===== src/rtl/noc_pipeline_link.sv =====
// Credit-based link stage: NUM_PIPELINE register stages on the flit path and on the
// credit path, plus a monitor for credit accounting, wormhole dest consistency and counts.
module noc_pipeline_link #(
    parameter int unsigned NUM_PIPELINE     = 1,
    parameter int unsigned FLIT_WIDTH       = 32,
    parameter int unsigned DEST_WIDTH       = 6,
    parameter int unsigned DOWNSTREAM_DEPTH = 1,
    parameter int unsigned CNT_WIDTH        = 16
) (
    input  logic                                    clk,
    input  logic                                    rst_n,
    input  logic [FLIT_WIDTH-1:0]                   data_in,
    input  logic [DEST_WIDTH-1:0]                   dest_in,
    input  logic                                    is_tail_in,
    input  logic                                    send_in,
    output logic                                    credit_out,
    output logic [FLIT_WIDTH-1:0]                   data_out,
    output logic [DEST_WIDTH-1:0]                   dest_out,
    output logic                                    is_tail_out,
    output logic                                    send_out,
    input  logic                                    credit_in,
    input  logic                                    err_clear,
    output logic [$clog2(DOWNSTREAM_DEPTH+1)-1:0]   in_flight,
    output logic [CNT_WIDTH-1:0]                    flit_count,
    output logic [CNT_WIDTH-1:0]                    pkt_count,
    output logic [2:0]                              err
);

    localparam int unsigned IF_W = $clog2(DOWNSTREAM_DEPTH + 1);
    localparam logic [IF_W-1:0] DEPTH_V = IF_W'(DOWNSTREAM_DEPTH);

    typedef enum logic [0:0] {
        IDLE   = 1'b0,
        IN_PKT = 1'b1
    } state_t;

    state_t                state_q;
    logic [DEST_WIDTH-1:0] head_dest_q;
    logic [IF_W-1:0]       in_flight_nxt;
    logic                  ovf_evt;
    logic                  unf_evt;
    logic                  dest_evt;

    generate
        if (NUM_PIPELINE == 0) begin : g_bypass
            assign send_out    = send_in;
            assign data_out    = data_in;
            assign dest_out    = dest_in;
            assign is_tail_out = is_tail_in;
            assign credit_out  = credit_in;
        end else begin : g_pipe
            logic [NUM_PIPELINE-1:0] vld_q;
            logic [NUM_PIPELINE-1:0] tail_q;
            logic [NUM_PIPELINE-1:0] crd_q;
            logic [FLIT_WIDTH-1:0]   data_q [NUM_PIPELINE];
            logic [DEST_WIDTH-1:0]   dest_q [NUM_PIPELINE];

            // Forward flit chain and reverse credit chain; no stall, credits guarantee space.
            always_ff @(posedge clk) begin
                if (!rst_n) begin
                    vld_q  <= '0;
                    tail_q <= '0;
                    crd_q  <= '0;
                    for (int i = 0; i < int'(NUM_PIPELINE); i++) begin
                        data_q[i] <= '0;
                        dest_q[i] <= '0;
                    end
                end else begin
                    vld_q[0]  <= send_in;
                    tail_q[0] <= is_tail_in;
                    crd_q[0]  <= credit_in;
                    data_q[0] <= data_in;
                    dest_q[0] <= dest_in;
                    for (int i = 1; i < int'(NUM_PIPELINE); i++) begin
                        vld_q[i]  <= vld_q[i-1];
                        tail_q[i] <= tail_q[i-1];
                        crd_q[i]  <= crd_q[i-1];
                        data_q[i] <= data_q[i-1];
                        dest_q[i] <= dest_q[i-1];
                    end
                end
            end

            assign send_out    = vld_q[NUM_PIPELINE-1];
            assign is_tail_out = tail_q[NUM_PIPELINE-1];
            assign credit_out  = crd_q[NUM_PIPELINE-1];
            assign data_out    = data_q[NUM_PIPELINE-1];
            assign dest_out    = dest_q[NUM_PIPELINE-1];
        end
    endgenerate

    // Credit accounting at the upstream side; saturates on overflow, holds at 0 on underflow.
    always_comb begin
        in_flight_nxt = in_flight;
        ovf_evt       = 1'b0;
        unf_evt       = 1'b0;
        case ({send_in, credit_out})
            2'b10: begin
                if (in_flight == DEPTH_V) ovf_evt = 1'b1;
                else                      in_flight_nxt = in_flight + IF_W'(1);
            end
            2'b01: begin
                if (in_flight == '0) unf_evt = 1'b1;
                else                 in_flight_nxt = in_flight - IF_W'(1);
            end
            2'b11: begin
                if (in_flight == '0) unf_evt = 1'b1;
            end
            default: ;
        endcase
        dest_evt = (state_q == IN_PKT) && send_in && (dest_in != head_dest_q);
    end

    // Packet FSM, counters and sticky errors (a new event beats err_clear).
    always_ff @(posedge clk) begin
        if (!rst_n) begin
            state_q     <= IDLE;
            head_dest_q <= '0;
            in_flight   <= '0;
            flit_count  <= '0;
            pkt_count   <= '0;
            err         <= '0;
        end else begin
            in_flight <= in_flight_nxt;
            err       <= (err & {3{~err_clear}}) | {dest_evt, unf_evt, ovf_evt};
            if (send_in) begin
                flit_count <= flit_count + CNT_WIDTH'(1);
                if (is_tail_in) pkt_count <= pkt_count + CNT_WIDTH'(1);
            end
            case (state_q)
                IDLE: begin
                    if (send_in && !is_tail_in) begin
                        state_q     <= IN_PKT;
                        head_dest_q <= dest_in;
                    end
                end
                IN_PKT: begin
                    if (send_in && is_tail_in) state_q <= IDLE;
                end
                default: state_q <= IDLE;
            endcase
        end
    end

endmodule


===== config.mk =====
export PLATFORM = sky130hd
export DESIGN_NAME = noc_pipeline_link
export DESIGN_NICKNAME = d
export VERILOG_FILES = /design/src/rtl/noc_pipeline_link.sv
export SDC_FILE = /design/constraint.sdc
export NUM_CORES = 1
export LEC_CHECK = 0
export ABC_AREA = 1
export CAP_MARGIN = 20
export CORE_MARGIN = 5
export CORE_UTILIZATION = 44
export DETAILED_ROUTE_END_ITERATION = 12
export GPL_TIMING_DRIVEN = 0
export PLACE_DENSITY = 0.8
export SYNTH_ARGS = -nofsm -noshare
export SYNTH_HDL_FRONTEND = slang
export SYNTH_SLANG_ARGS = --single-unit

===== constraint.sdc =====
create_clock -name clk -period 1.7 [get_ports clk]
set_clock_uncertainty 0.15 [all_clocks]
set_input_delay 0.425 -clock clk [delete_from_list [all_inputs] [get_ports clk]]
set_output_delay 0.425 -clock clk [all_outputs]
set_load 0.01 [all_outputs]

==> results of run 1 <==
registers in the layout, indices dropped and copies added, names as in the netlist, named ones only:
register and count:
send_out 1, g_pipe.dest_q 6, in_flight 1, head_dest_q 6
is_tail_out 1, err 3, pkt_count 16, flit_count 16
g_pipe.data_q 32, credit_out 1
per-layer routing:
metal	GRT usage (%)	wire, um
met4	6.85	104
met5	0	0
met1	20.5	3220
met2	31.1	3930
met3	4.70	554
layout make-up:
class,instances,area [um2]
Buffer,11,55.1
Sequential cell,84,1690
Inverter,79,298
Multi-Input combinational cell,247,1180
Timing Repair Buffer,120,1110
Tap cell,99,124
Clock buffer,9,124
Fill cell,647,2480
Clock inverter,7,75.1
worst reg2reg max path, delay by kind of cell, from the launching register on:
family,cells,cell delay (ns)
fa+ha+maj,1,0.21
flops,1,0.40
simple gates,7,0.71
power by group through the flow:
stage	combinational [mW]	sequential (mW)	clock [mW]
CTS	0.404	2.07	1.46
global placement	0.436	2.12	0
finish	0.402	2.07	1.42
floorplan	0.138	2.15	0
global route	0.447	2.08	1.56
detailed placement	0.447	2.12	0
what timing repair did:
action	CTS	global route
pin swaps	0	1
setup endpoints to repair	78	19
setup buffers	0	1
gates resized for setup	86	17
hold endpoints to repair	0	0
cell families after synthesis:
logic type / Yosys count / synth area share [%]
AND/OR/NAND/NOR: 186 / 24.4
buffers and inverters: 90 / 11.0
flip-flops: 84 / 52.9
AO/OA/AOI/OAI: 50 / 8.15
XOR/XNOR: 7 / 1.93
adder cells (fa/ha/maj): 4 / 1.57
stage by stage:
stage	utilization (%)	setup slack [ns]	TNS (ns)	cell area, um2
after floorplan	-	0.244	0	3180
after global routing	65.2	-0.0412	-0.0412	4650
final	65.2	0.0584	0	4650
after CTS	64.6	0.000674	0	4610
after detailed placement	63.0	-0.376	-8.47	4490
after global placement	63.0	-0.351	-8.00	4490
cell usage in the layout (no fill, tap or decap), drive strengths merged:
cell / netlist / layout
clkinvlp: 0 / 3
dfxtp: 84 / 84
xor2: 5 / 5
ha: 4 / 4
nand2: 103 / 103
clkinv: 1 / 2
clkdlybuf4s15: 0 / 1
dlymetal6s2s: 0 / 2
inv: 78 / 80
bufinv: 0 / 1
clkbuf: 7 / 16
o31ai: 1 / 1
buf: 4 / 5
nor2: 58 / 58
o21ai: 22 / 22
nor3: 7 / 7
dlygate4sd2: 0 / 76
nand4: 3 / 3
nand3: 15 / 15
clkdlybuf4s50: 0 / 40
a21oi: 24 / 24
xnor2: 2 / 2
o22ai: 1 / 1
o21a: 1 / 1
a211oi: 1 / 1
final timing paths:
path	end	slack, ns	depth (start not counted)
setup / recovery	flit_count[3]	0.06	1
hold / removal	is_tail_out	0.27	3
setup reg to reg	flit_count[14]	0.14	8
hold reg to reg	err[0]	0.32	2
==> flow_metrics.tcl, run 1 <==
set metrics [dict create \
    synth.most_common_cell "nand2_1" \
    synth.largest_area_cell "dfxtp_1" \
    finalCriticalPeriod_ns 1.64 \
    drv_slew 0 \
    worst_slew_pin_slew_ns 0.557 \
    fin_total_pwr_mw 3.89 \
    clkPwrFrac_pct 36.4 \
    crit_type "reg -> out" \
    vias_per_cell 4.59 \
    nets 600 \
    grt_pass1_vias 2872 \
    yosysTopAreaCellShare_pct 52.9 \
    ant_nets 0 \
    power_frac_seq_pct 53.2 \
    max_freq_mhz 609 \
    synth-seq-area-share_pct 52.9 \
    top_level_ports 121 \
    cts_root_buf "clkbuf_8" \
    crit-reg2reg-launch "flit_count[1]" \
    synth_area_per_cell_um2 7.55 \
    track_usage_pct 17.7 \
    syn_nets 469 \
    synth_area_leaders "dfxtp_1 53%, nand2_1 12%, inv_1 9.1%, nor2_1 6.1%, a21oi_1 3.8%" \
    first_iter_violations 94 \
    dp_hpwl_um 5930 \
    hold_ws_ns 0.267 \
    drc 0 \
    synth_seq_cells 84 \
    ys.flop_type "dfxtp_1" \
    start_kind "flip-flop" \
    h-tree-depth 3 \
    internal-power_mw 2.94 \
    slowest_stage "dfxtp_1" \
    hold_violations 0 \
    area_delta_synth_final_pct 46.5 \
    grt.overflow.total 0 \
    combPwrFrac_pct 10.3 \
    cts.clk_slew.worst_paths_ns 0.08 \
    status "finished clean" \
    drv_cap 0 \
    rows 31 \
    cp-end-kind "output pin" \
    synth_edf_count 0 \
    irDropWorstVdd_mv 0.441 \
    p_per_area_nw_per_um2 837 \
    synthCells 421 \
    vias 3009 \
    die-width_um 95.0 \
    cp-startpoint "flit_count[3]" \
    final_cells 656 \
    core_region_area_um2 7140 \
    start_util_pct 44.5 \
    required_ns 1.12 \
    slew_headroom_pct 62.9 \
    period_share_pct 96.6 \
    synth_async_sr_flop_share_pct 0 \
    setup_viol 0 \
    power_leakage_nw 2.39 \
    port_buffers 119 \
    die_y_um 95.0 \
    gp_congestion 0.851 \
    dieArea_um2 9020 \
    dp.cells 639 \
    wl_per_cell_um 11.9 \
    antenna_found_initial 0 \
    power_switching_mw 0.957 \
    crit_chain "dlygate4sd2_1" \
    drive_gt1_share_pct 8.62 \
    clock_latency_ns 0.35 \
    synth_common_cells "100 x nand2_1, 84 x dfxtp_1, 77 x inv_1" \
    drt_first_pass_iters 4 \
    grt_pass1_wl_um 12600 \
    synth_cell_types 25 \
    switching_share_pct 24.6 \
    yosysWarnings 0 \
    hold_path.class "in -> reg" \
    clkSinkCount 84 \
    cp_slowest_stage_delay_ns 0.40 \
    hp-start "is_tail_in" \
    crit_path_max_fanout 5 \
    wirelength_um 7810 \
    numCtsBuffers 9 \
    crit_buf_inv 1 \
    grt_max_degree 16 \
    cts_buffer_depth 2 \
    holdBufCountCts 0 \
    arrival_ns 1.07 \
    critical_path.top_delay_family "flip-flops" \
    syn_area_um2 3180 \
    cts_tree "yes" \
    n_antenna_cell 0 \
]
Note: power is estimated with default switching activity, not from simulation.
==> inputs of run 2 (changes only) <==
CORE_ASPECT_RATIO = 0.9   (was unset)
clock period = 1.6 ns   (was 1.7 ns; I/O delays follow)
==> flow_metrics.tcl, run 2 (same netlist as run 1, synthesis figures left out) <==
set metrics [dict create \
    critical_path.top_delay_family "flip-flops" \
    max_freq_mhz 645 \
    clkSinkCount 84 \
    fin_total_pwr_mw 4.20 \
    worst_slew_pin_slew_ns 0.577 \
    vias 3023 \
    cts.clk_slew.worst_paths_ns 0.09 \
    ant_nets 0 \
    crit_type "reg -> out" \
    status "finished clean" \
    required_ns 1.05 \
    power_leakage_nw 2.40 \
    clock_latency_ns 0.33 \
    first_iter_violations 97 \
    cts_buffer_depth 2 \
    internal-power_mw 3.17 \
    grt_max_degree 16 \
    finalCriticalPeriod_ns 1.55 \
    wl_per_cell_um 12.9 \
    cp_slowest_stage_delay_ns 0.36 \
    start_util_pct 45.1 \
    multi_input_area_um2 1160 \
    drv_slew 0 \
    die_y_um 90.6 \
    core_region_area_um2 7040 \
    top_level_ports 121 \
    setup_tns_ns 0 \
    power_switching_mw 1.03 \
    grt_pass1_vias 2837 \
    clkPwrFrac_pct 37.2 \
    h-tree-depth 3 \
    slowest_stage "dfxtp_1" \
    nets 603 \
    cp-end-kind "output pin" \
    crit_chain "dlygate4sd2_1" \
    grt.overflow.total 0 \
    final_cells 653 \
    drc 0 \
    period_share_pct 96.9 \
    drt_first_pass_iters 4 \
    port_buffers 119 \
    nFillCells 633 \
    drv_cap 0 \
    numCtsBuffers 9 \
    die-width_um 99.6 \
    hold_path.class "in -> reg" \
    arrival_ns 1.00 \
    slew_headroom_pct 61.5 \
    start_kind "flip-flop" \
    area_delta_synth_final_pct 47.5 \
    cts_root_buf "clkbuf_8" \
    register_area_um2 1710 \
    layout.cells.most_common "nand2_1" \
    gp_congestion 0.877 \
    hold_violations 0 \
    largest_reg_flops 32 \
    drive_gt1_share_pct 11.4 \
    dp.cells 633 \
    cts_tree "yes" \
    regMostFlops "g_pipe.data_q" \
    grt_pass1_wl_um 13500 \
    dp_hpwl_um 6300 \
    n_antenna_cell 0 \
    dieArea_um2 9020 \
    hold_ws_ns 0.246 \
    mostFrequentLayoutCells "99 x nand2_1, 77 x inv_1, 71 x dlygate4sd2_1, 61 x dfxtp_1, 48 x nor2_1" \
    setup_viol 0 \
    antenna_found_initial 0 \
    rows 29 \
    switching_share_pct 24.6 \
    p_per_area_nw_per_um2 896 \
    vias_per_cell 4.63 \
    crit_buf_inv 1 \
    irDropWorstVdd_mv 0.433 \
    crit_path_max_fanout 3 \
    power_frac_seq_pct 52.5 \
    track_usage_pct 18.5 \
    wirelength_um 8420 \
    combPwrFrac_pct 10.3 \
    largest_registers "g_pipe.data_q (32), flit_count (16), pkt_count (16)" \
]
==> run 2: path summary, 6_finish.rpt <==
check | cells after the start | slack (ns) | startpoint | to
max | 1 | 0.05 | credit_out | credit_out
min | 3 | 0.25 | is_tail_in | is_tail_out
max reg2reg | 7 | 0.08 | pkt_count[1] | pkt_count[10]
min reg2reg | 1 | 0.32 | flit_count[5] | flit_count[5]
==> run 2: power groups by stage <==
stage | registers (mW) | clock network, mW | logic (mW)
after floorplan | 2.29 | 0 | 0.147
after global placement | 2.25 | 0 | 0.465
after detailed placement | 2.25 | 0 | 0.479
after CTS | 2.20 | 1.59 | 0.435
after global routing | 2.21 | 1.69 | 0.479
final | 2.20 | 1.56 | 0.433
==> run 2: worst register-to-register path, stage by stage, from the launching register on <==
cell	delay (ns)
dfxtp_2	0.38
ha_1	0.15
inv_1	0.07
nor2_1	0.15
nand2_1	0.12
nor2_4	0.15
xor2_1	0.16
nor2_1	0.07
==> run 2: repair_timing <==
| action | 4_1_cts | 5_1_grt |
|---|---|---|
| hold buffers | 0 | 0 |
| resized for setup | 93 | 26 |
| pin swaps | 3 | 0 |
| endpoints found under the setup margin | 89 | 28 |
| setup buffers | 4 | 0 |
| cloned | 0 | 0 |
==> run 2: cell type report <==
type                            count  share of cell area [%]
Timing Repair Buffer              123                    24.1
Clock inverter                      6                    1.55
Clock buffer                       10                    2.94
Buffer                             11                    1.12
Sequential cell                    84                    36.5
Multi-Input combinational cell    247                    24.8
Inverter                           79                    6.43
Tap cell                           93                    2.48
==> run 2: through the flow <==
stage / setup WS [ns] / area, um2 / util, %
5_1_grt: -0.0149 / 4690 / 66.6
3_5_place_dp: -0.439 / 4490 / 63.7
6_report: 0.0499 / 4690 / 66.6
3_3_place_gp: -0.437 / 4490 / 63.7
4_1_cts: 0.0104 / 4650 / 66.1
2_1_floorplan: 0.144 / 3180 / -
==> run 2: layer usage <==
metal | routed length (um) | track usage [%] | part of all wire [%] | vias up
met5 | 0 | 0 | 0 | -
met2 | 4200 | 32.3 | 50 | 88
met4 | 174 | 6.71 | 2.1 | 0
li1 | - | - | - | 1539
met3 | 436 | 3.71 | 5.2 | 13
met1 | 3600 | 22.4 | 43 | 1383
==> inputs of run 3 (changes only) <==
TNS_END_PERCENT = 30   (was unset)
==> flow_metrics.tcl, run 3 (same netlist as run 1, synthesis figures left out) <==
set metrics [dict create \
    status "finished clean" \
    top_level_ports 121 \
    ant_nets 0 \
    grt_pass1_vias 2803 \
    cts.clk_slew.worst_paths_ns 0.09 \
    fin_total_pwr_mw 4.19 \
    hold_path.class "in -> reg" \
    n_antenna_cell 0 \
    grt.overflow.total 0 \
    post-cts-setup-buffers 0 \
    worst_slew_pin_slew_ns 0.560 \
    critical_path.top_delay_family "flip-flops" \
    layout.cells.most_common "nand2_1" \
    drive_gt1_share_pct 10.3 \
    max_freq_mhz 645 \
    crit_path_max_fanout 3 \
    power_frac_seq_pct 52.6 \
    h-tree-depth 3 \
    clkPwrFrac_pct 37.2 \
    wl_per_cell_um 12.6 \
    regMostFlops "g_pipe.data_q" \
    crit_chain "dlygate4sd2_1" \
    first_iter_violations 122 \
    numCtsBuffers 9 \
    wirelength_um 8190 \
    vias_per_cell 4.61 \
    grt_setup_unrepaired "yes" \
    power_switching_mw 1.02 \
    setup_tns_ns 0 \
    gp_congestion 0.877 \
    drv_cap 0 \
    finalCriticalPeriod_ns 1.55 \
    drt_first_pass_iters 4 \
    nets 599 \
    grt_pass1_wl_um 13200 \
    setup_viol 0 \
    die_y_um 90.6 \
    grt_max_degree 16 \
    arrival_ns 1.00 \
    slew_headroom_pct 62.6 \
    vias 2991 \
    hold_violations 0 \
    cts_root_buf "clkbuf_8" \
    track_usage_pct 18.2 \
    clock_latency_ns 0.34 \
    holdBufCountCts 0 \
    mostFrequentLayoutCells "100 x nand2_1, 77 x inv_1, 71 x dlygate4sd2_1, 61 x dfxtp_1, 50 x nor2_1" \
    start_kind "flip-flop" \
    largest_reg_flops 32 \
    combPwrFrac_pct 10.2 \
    drc 0 \
    antenna_found_initial 0 \
    crit_buf_inv 1 \
    drv_slew 0 \
    dp_hpwl_um 6300 \
    crit_type "reg -> out" \
    area_delta_synth_final_pct 46.3 \
    switching_share_pct 24.4 \
    largest_registers "g_pipe.data_q (32), flit_count (16), pkt_count (16)" \
    port_buffers 119 \
    die-width_um 99.6 \
    slowest_stage "dfxtp_1" \
    dieArea_um2 9020 \
    placed_area_um2 4490 \
    cp_slowest_stage_delay_ns 0.36 \
    p_per_area_nw_per_um2 902 \
    start_util_pct 45.1 \
    final_area_um2 4650 \
    required_ns 1.05 \
    fin_util_pct 66.1 \
    cp-end-kind "output pin" \
    irDropWorstVdd_mv 0.431 \
    core_region_area_um2 7040 \
    internal-power_mw 3.17 \
    r2r_slack_ns 0.09 \
    cts_buffer_depth 2 \
    power_leakage_nw 2.38 \
    cts_tree "yes" \
    clkSinkCount 84 \
    period_share_pct 96.9 \
    rows 29 \
]
==> run 3: cell count changes in the layout (fill, tap and decap cells not counted), sizes merged <==
cell  delta
buf      -4
==> run 3: routing by layer <==
layer / routed length [um] / share of wire [%] / GRT usage (%)
met4: 133 / 1.6 / 6.83
met3: 437 / 5.3 / 3.71
met2: 4050 / 49 / 31.4
met5: 0 / 0 / 0
met1: 3570 / 44 / 22.1
==> run 3: final cells by class <==
cell class | instances | area (um2)
clock inverter | 6 | 72.6
buffer | 11 | 52.6
sequential | 84 | 1710
fill | 633 | 2390
tap | 93 | 116
multi-input combinational | 247 | 1160
clock buffer | 10 | 138
timing repair buffer | 119 | 1100
inverter | 79 | 302
==> run 3: path summary, 6_finish.rpt <==
kind	startpoint	endpoint	cells past startpoint
worst max register to register	pkt_count[0]	pkt_count[10]	7
worst min register to register	flit_count[5]	flit_count[5]	1
worst max-delay path	credit_out	credit_out	1
worst min-delay path	is_tail_in	is_tail_out	3
==> run 3: what timing repair did <==
| item | in CTS | in global routing |
|---|---|---|
| endpoints found under the setup margin | 89 | 28 |
| pin swaps | 2 | 0 |
| gates resized for setup | 90 | 25 |
==> run 3: power groups by stage <==
| stage | combinational (mW) | sequential, mW | clock, mW |
|---|---|---|---|
| 2_1_floorplan | 0.147 | 2.29 | 0 |
| 3_3_place_gp | 0.465 | 2.25 | 0 |
| 3_5_place_dp | 0.479 | 2.25 | 0 |
| 4_1_cts | 0.433 | 2.20 | 1.59 |
| 5_1_grt | 0.474 | 2.21 | 1.69 |
| 6_report | 0.429 | 2.20 | 1.56 |
==> run 3: through the flow <==
step	cells	hold WS [ns]	worst slack [ns]
floorplan	421	0.294	0.144
global placement	633	0.303	-0.437
detailed placement	633	0.315	-0.439
CTS	649	0.324	0.00775
global route	649	0.249	-0.0206
finish	649	0.248	0.0496
